[src/rtl/spi_pkg.sv]
// Shared types for the parametrised SPI master: FSM state encoding and SPI mode pair.
package spi_pkg;

  typedef enum logic [2:0] {
    IDLE,
    SETUP,
    SHIFT,
    HOLD,
    GAP
  } spi_state_t;

  typedef struct packed {
    logic cpol;
    logic cpha;
  } spi_mode_t;

  // Counter width able to hold 0..n-1, never narrower than one bit.
  function automatic int cnt_width(input int n);
    return (n > 1) ? $clog2(n) : 1;
  endfunction

endpackage

[src/rtl/spi_clk_gen.sv]
// SCK timing: CLK_DIV-cycle half-period tick plus leading/trailing edge strobes.
// Counter and edge phase clear whenever the generator is disabled.
module spi_clk_gen
  import spi_pkg::*;
#(
  parameter int CLK_DIV = 4
) (
  input  logic clk,
  input  logic rst_n,
  input  logic en,
  input  logic edge_en,
  output logic tick,
  output logic lead,
  output logic trail
);

  localparam int CNT_W = cnt_width(CLK_DIV);

  logic [CNT_W-1:0] cnt_q;
  logic             phase_q;

  assign tick  = en && (cnt_q == CNT_W'(CLK_DIV - 1));
  // phase_q low means the next SCK edge leaves the idle level.
  assign lead  = tick && edge_en && !phase_q;
  assign trail = tick && edge_en && phase_q;

  always_ff @(posedge clk or negedge rst_n) begin
    if (!rst_n) begin
      cnt_q   <= '0;
      phase_q <= 1'b0;
    end else if (!en) begin
      cnt_q   <= '0;
      phase_q <= 1'b0;
    end else begin
      if (tick) cnt_q <= '0;
      else      cnt_q <= cnt_q + 1'b1;
      if (lead || trail) phase_q <= ~phase_q;
    end
  end

endmodule

[src/rtl/spi_master_param.sv]
// Parametrised full-duplex SPI master with a valid/ready request port.
// SCK, CS and MOSI come straight from flops so the pins never glitch.
module spi_master_param
  import spi_pkg::*;
#(
  parameter int DATA_W    = 16,
  parameter int CLK_DIV   = 4,
  parameter int CPOL      = 0,
  parameter int CPHA      = 0,
  parameter int MSB_FIRST = 1,
  parameter int CS_GAP    = 2
) (
  input  logic              clk,
  input  logic              rst_n,
  input  logic              tx_valid,
  output logic              tx_ready,
  input  logic [DATA_W-1:0] tx_data,
  output logic              rx_valid,
  output logic [DATA_W-1:0] rx_data,
  output logic              spi_done,
  output logic              busy,
  output logic              SPI_SCK,
  output logic              SPI_CS,
  output logic              SPI_MOSI,
  input  logic              SPI_MISO
);

  generate
    if (DATA_W < 2) begin : g_bad_data_w
      $error("spi_master_param: DATA_W must be >= 2");
    end
    if (CLK_DIV < 1) begin : g_bad_clk_div
      $error("spi_master_param: CLK_DIV must be >= 1");
    end
    if (CS_GAP < 1) begin : g_bad_cs_gap
      $error("spi_master_param: CS_GAP must be >= 1");
    end
    if ((CPOL != 0 && CPOL != 1) || (CPHA != 0 && CPHA != 1)) begin : g_bad_mode
      $error("spi_master_param: CPOL and CPHA must be 0 or 1");
    end
  endgenerate

  localparam spi_mode_t MODE = '{cpol: (CPOL != 0), cpha: (CPHA != 0)};
  localparam int HALF_W = $clog2(2 * DATA_W);
  localparam int GAP_W  = cnt_width(CS_GAP);
  localparam logic [HALF_W-1:0] LAST_HALF  = HALF_W'(2 * DATA_W - 1);
  localparam logic [HALF_W-1:0] LAST_TRAIL = HALF_W'(2 * DATA_W - 2);

  spi_state_t        state_q, state_d;
  logic [HALF_W-1:0] half_q;
  logic [GAP_W-1:0]  gap_q;
  logic [DATA_W-1:0] tx_sh_q, rx_sh_q, tx_next, rx_next;
  logic              tick, lead, trail, clk_en, edge_en;
  logic              accept, advance, sample, frame_end, gap_end;

  function automatic logic first_bit(input logic [DATA_W-1:0] w);
    return (MSB_FIRST != 0) ? w[DATA_W-1] : w[0];
  endfunction

  // Handshake: a request is taken on any clk edge where tx_valid && tx_ready;
  // tx_ready is high only in IDLE, so tx_valid/tx_data are ignored while busy.
  assign tx_ready = (state_q == IDLE);
  assign busy     = !tx_ready;
  assign accept   = tx_valid && tx_ready;
  assign spi_done = rx_valid;

  // SCK edges sit at the start of each SHIFT half-period; the final half stays idle.
  assign clk_en    = (state_q == SETUP) || (state_q == SHIFT) || (state_q == HOLD);
  assign edge_en   = (state_q == SETUP) || ((state_q == SHIFT) && (half_q != LAST_HALF));
  assign frame_end = (state_q == HOLD) && tick;
  assign gap_end   = (state_q == GAP) && (gap_q == GAP_W'(CS_GAP - 1));
  assign advance   = MODE.cpha ? (lead && (state_q == SHIFT))
                               : (trail && (half_q != LAST_TRAIL));
  assign sample    = MODE.cpha ? trail : lead;

  assign tx_next = (MSB_FIRST != 0) ? {tx_sh_q[DATA_W-2:0], 1'b0}
                                    : {1'b0, tx_sh_q[DATA_W-1:1]};
  assign rx_next = (MSB_FIRST != 0) ? {rx_sh_q[DATA_W-2:0], SPI_MISO}
                                    : {SPI_MISO, rx_sh_q[DATA_W-1:1]};

  spi_clk_gen #(.CLK_DIV(CLK_DIV)) u_clk_gen (
    .clk     (clk),
    .rst_n   (rst_n),
    .en      (clk_en),
    .edge_en (edge_en),
    .tick    (tick),
    .lead    (lead),
    .trail   (trail)
  );

  always_ff @(posedge clk or negedge rst_n) begin
    if (!rst_n) state_q <= IDLE;
    else        state_q <= state_d;
  end

  always_comb begin
    state_d = state_q;
    unique case (state_q)
      IDLE:    if (tx_valid) state_d = SETUP;
      SETUP:   if (tick) state_d = SHIFT;
      SHIFT:   if (tick && (half_q == LAST_HALF)) state_d = HOLD;
      HOLD:    if (tick) state_d = GAP;
      GAP:     if (gap_end) state_d = IDLE;
      default: state_d = IDLE;
    endcase
  end

  always_ff @(posedge clk or negedge rst_n) begin
    if (!rst_n) begin
      half_q <= '0;
      gap_q  <= '0;
    end else begin
      if (state_q != SHIFT) half_q <= '0;
      else if (tick)        half_q <= half_q + 1'b1;
      if (state_q != GAP)   gap_q <= '0;
      else                  gap_q <= gap_q + 1'b1;
    end
  end

  always_ff @(posedge clk or negedge rst_n) begin
    if (!rst_n) begin
      tx_sh_q  <= '0;
      rx_sh_q  <= '0;
      rx_data  <= '0;
      rx_valid <= 1'b0;
      SPI_CS   <= 1'b1;
      SPI_SCK  <= MODE.cpol;
      SPI_MOSI <= 1'b0;
    end else begin
      rx_valid <= frame_end;
      if (accept) begin
        tx_sh_q  <= tx_data;
        SPI_MOSI <= first_bit(tx_data);
        SPI_CS   <= 1'b0;
      end else if (advance) begin
        tx_sh_q  <= tx_next;
        SPI_MOSI <= first_bit(tx_next);
      end
      if (frame_end) begin
        SPI_CS  <= 1'b1;
        rx_data <= rx_sh_q;
      end
      if (lead)       SPI_SCK <= ~MODE.cpol;
      else if (trail) SPI_SCK <= MODE.cpol;
      if (sample) rx_sh_q <= rx_next;
    end
  end

endmodule

[config.mk]
export PLATFORM = sky130hd
export DESIGN_NAME = spi_master_param
export DESIGN_NICKNAME = d
export VERILOG_FILES = /design/src/rtl/spi_pkg.sv /design/src/rtl/spi_clk_gen.sv /design/src/rtl/spi_master_param.sv
export SDC_FILE = /design/constraint.sdc
export NUM_CORES = 1
export LEC_CHECK = 0
export ABC_AREA = 1
export BUFFER_PORTS_ARGS = -buffer_cell sky130_fd_sc_hd__buf_2
export CORE_ASPECT_RATIO = 1.75
export CORE_MARGIN = 2
export CORE_UTILIZATION = 55
export DETAILED_ROUTE_END_ITERATION = 7
export PLACE_DENSITY = 0.78
export SLEW_MARGIN = 20
export SYNTH_ARGS = -nofsm -noshare
export SYNTH_HDL_FRONTEND = slang
export SYNTH_HIERARCHICAL = 1
export SYNTH_SLANG_ARGS = --single-unit
[constraint.sdc]
create_clock -name clk -period 3.2 [get_ports clk]
set_input_delay 0.16 -clock clk [delete_from_list [all_inputs] [get_ports clk]]
set_output_delay 0.16 -clock clk [all_outputs]
set_load 0.01 [all_outputs]
==> metrics.md <==
| Metric | Value |
|---|---|
| Run status | complete, no violations |
| Startpoint Class | flop |
| Grt total ovfl | 0 |
| N_diodes | 0 |
| Final Slew Violations | 0 |
| Top cell type's share of synthesized area | 55.16% |
| Setup Viol. Count Final | 0 |
| Async S/R FF share, synth | between 90% and 100% |
| Final GP Congestion | 0.8735 |
| Setup TNS | 0 ns |
| Die Ht | a little under 100 um |
| DR DRC count | 0 |
| Largest net degree at the start of global routing | 45 |
| Tightest Pin Transition | about 0.8 ns |
| Pwr dens | between 400 and 500 nW/um^2 |
| Skew-Pair Late Insertion Delay | about 0.33 ns |
| Synthesis-to-finish area growth | 14.90% |
| Hpwl dp | approximately 3700 um |
| Worst path buffer plus inverter count | 2 |
| Synthesized cell area | 2813 um^2 |
| Synth cell types | 26 |
| Critical Path Slowest Stage Cell | inv_1 |
| YS warnings | 6 |
| Die area | about 5700 um^2 |
| Sequential Power Share | roughly 53% |
| Max capacitance violation total | 0 |
| Drt wl/cell | around 12 um |
| # fillers | around 440 |
| Critical Path AT | approximately 2.6 ns |
| Fmax | about 420 MHz |
| Cell taking the most area after synthesis | dfrtp_1 |
| Crit share post-route | between 70% and 80% |
| CTS Sinks | between 60 and 70 |
| CP delay by family, top | buffers and inverters |
| Iteration-0 DRC Markers | approximately 130 |
| Post-synth top cells | nand2_1, dfrtp_1, o21ai_0 |
| Gr usage total | a little over a fifth |
| Longest Clk Path Bufs | 2 |
| LEAKAGE | ~0.0018 uW |
| Most frequent cell after synthesis | nand2_1 |
| Synth top area cells | dfrtp_1, nand2_1, o21ai_0 |
| CTS tree | done |
| Logic pwr share | under 10% |
| Row Count | 34 |
| Clk_skew | 0.005035 ns |
| Clk pwr share | 45.0% |
| Critical Setup Path Class | reg -> reg |
| Initial Utilization | between 50% and 60% |
| Yosys reg bits | 63 |
| Avg Cell Area, Syn | about 8.4 um^2 |
| Number of I/O port buffers | between 40 and 50 |
| Worst path max stage delay | 0.61 ns |
| Hold Vio Cnt, Final | 0 |
| Hold Crit Class | in -> reg |
| H-tree levels | 3 |
| Syn Nets | between 300 and 400 |
| Total wire length | 5329 um |
| Root Driver | clkbuf_8 |
| Final antenna-violating net count | 0 |
| Internal power | approximately 1200 uW |
| Total CTS buffers | 9 |
| Worst VDD drop | between 0.3 and 0.4 mV |
| Reg clk slew, reported paths | 0.07 ns |
| Unrepaired setup endpoints after global routing | false |
| Vias in the first global route | between 2000 and 2500 |
| IO Count | 43 |
| Fraction of layout cells with a size suffix above 1 | 17.85% |
| Rel. slew slack | 46.16% |
| First-pass GRT wire length | between 9000 and 10000 um |
| Crit path cell chain | ha_1 -> inv_1 -> nor2_1 -> ha_1 -> o21ai_0 -> nand3_2 -> inv_1 -> o21ai_0 |
| Final WS setup | a little over 0.8 ns |
| Initial antenna violation count | 0 |
| Sw Ratio | 19.96% |
| Vias per inst | 5.083 |
| Register area share after synthesis | a little under three fifths |
| Crit path required time | 3.37 ns |
| Top_reg_cell synth | dfrtp_1 |
| Drt first pass iters | 4 |
| Switching power | 303.4 uW |
| Final #Nets | 400 |
| Setup crit end kind | flop |
| Die Width | 58.06 um |
| Place WS | approximately 0.84 ns |
| Syn Inst Count | about 330 |
| Number of synthesized flops with an enable pin | 0 |
| Worst Path Max Fanout | 33 |
| Min cycle time layout | about 2.4 ns |
| Placeable Area | about 4900 um^2 |
| Via count | between 2000 and 2500 |
-- per-stage QoR --
| step | total power (uW) | cell area, um^2 | cells | hold WS (ns) | util (%) |
|---|---|---|---|---|---|
| global route | 1572 | 3232 | 435 | 0.07532 | 65.49 |
| finish | 1520 | 3232 | 435 | 0.04201 | 65.49 |
| CTS | 1533 | 3219 | 434 | 0.01943 | 65.24 |
| global placement | 850.2 | 3023 | 418 | 0.3707 | 61.26 |
| floorplan | 820.2 | 2813 | 334 | -0.1356 | - |
| detailed placement | 851.0 | 3023 | 418 | 0.3775 | 61.26 |
-- cell usage in the layout (no fill, tap or decap), drive strengths merged --
cell	instances
inv	37
o21ai	37
dlygate4sd3	1
nand3	25
nand4	2
bufinv	1
a31oi	1
nor3	3
nor3b	1
ha	4
clkinv	1
dfrtp	62
nand2	132
buf	44
a21oi	3
clkbuf	15
o21bai	1
dfstp	1
nor2	10
-- sequential cells by signal, summed over array words and instances, names as in the netlist --
name               cells
SPI_CS                 1
SPI_MOSI               1
rx_valid               1
u_clk_gen/cnt_q        2
state_q                3
half_q                 5
tx_sh_q               15
SPI_SCK                1
rx_data               16
rx_sh_q               16
u_clk_gen/phase_q      1
gap_q                  1
-- power by group through the flow --
stage / clock [uW] / combinational [uW] / sequential (uW)
2_1_floorplan: 0 / 3.41 / 817
3_3_place_gp: 0 / 33.2 / 817
3_5_place_dp: 0 / 34.0 / 817
4_1_cts: 696 / 34.1 / 802
5_1_grt: 730 / 39.7 / 802
6_report: 684 / 33.6 / 803
-- logic make-up (layout without fill, tap and decap cells) --
logic type	count (synthesis)	count (layout)	synth area share, %
fa+ha+maj	4	4	1.779
compound gates	42	42	8.007
flops	63	63	56.09
simple gates	173	173	26.07
buf+inv	52	99	8.051
-- worst paths after layout --
| check | startpoint | endpoint | slack, ns | cells past startpoint |
|---|---|---|---|---|
| max reg2reg | half_q[1] | rx_sh_q[8] | 0.81 | 8 |
| min reg2reg | u_clk_gen/cnt_q[0] | u_clk_gen/cnt_q[0] | 0.44 | 1 |
| max | half_q[1] | rx_sh_q[8] | 0.81 | 8 |
| min in group asynchronous | rst_n | state_q[0] | 0.36 | 2 |
| min | SPI_MISO | rx_sh_q[0] | 0.04 | 3 |
| max in group asynchronous | rst_n | SPI_CS | 2.21 | 3 |
-- layout make-up --
| class | instances | area [um^2] | share of cell area (%) |
|---|---|---|---|
| flip-flops and latches | 63 | 1578 | 48.82 |
| well taps | 54 | 67.56 | 2.091 |
| multi-input cells | 219 | 1008 | 31.20 |
| repair buffers | 45 | 237.7 | 7.356 |
| clock inverters | 1 | 30.03 | 0.9292 |
| clock buffers | 15 | 166.4 | 5.149 |
| inverters | 38 | 143.9 | 4.452 |
-- per-layer routing --
| metal | track usage (%) | vias up | routed length [um] |
|---|---|---|---|
| met5 | 0 | - | 0 |
| li1 | - | 1124 | - |
| met1 | 23.79 | 1030 | 2243 |
| met4 | 10.38 | 0 | 108 |
| met2 | 36.01 | 48 | 2770 |
| met3 | 4.462 | 9 | 207 |
-- worst reg2reg max path, stage by stage, from the launching register on --
cell,delay [ns]
dfrtp_1,0.42
ha_1,0.23
inv_1,0.06
nor2_1,0.04
ha_1,0.18
o21ai_0,0.30
nand3_2,0.14
inv_1,0.61
o21ai_0,0.25
-- repair_timing --
item,4_1_cts,5_1_grt
buffers inserted,0,0
hold buffers,0,1
hold endpoints to repair,0,42
resized for setup,0,0
(Power assumes the default switching activity.)
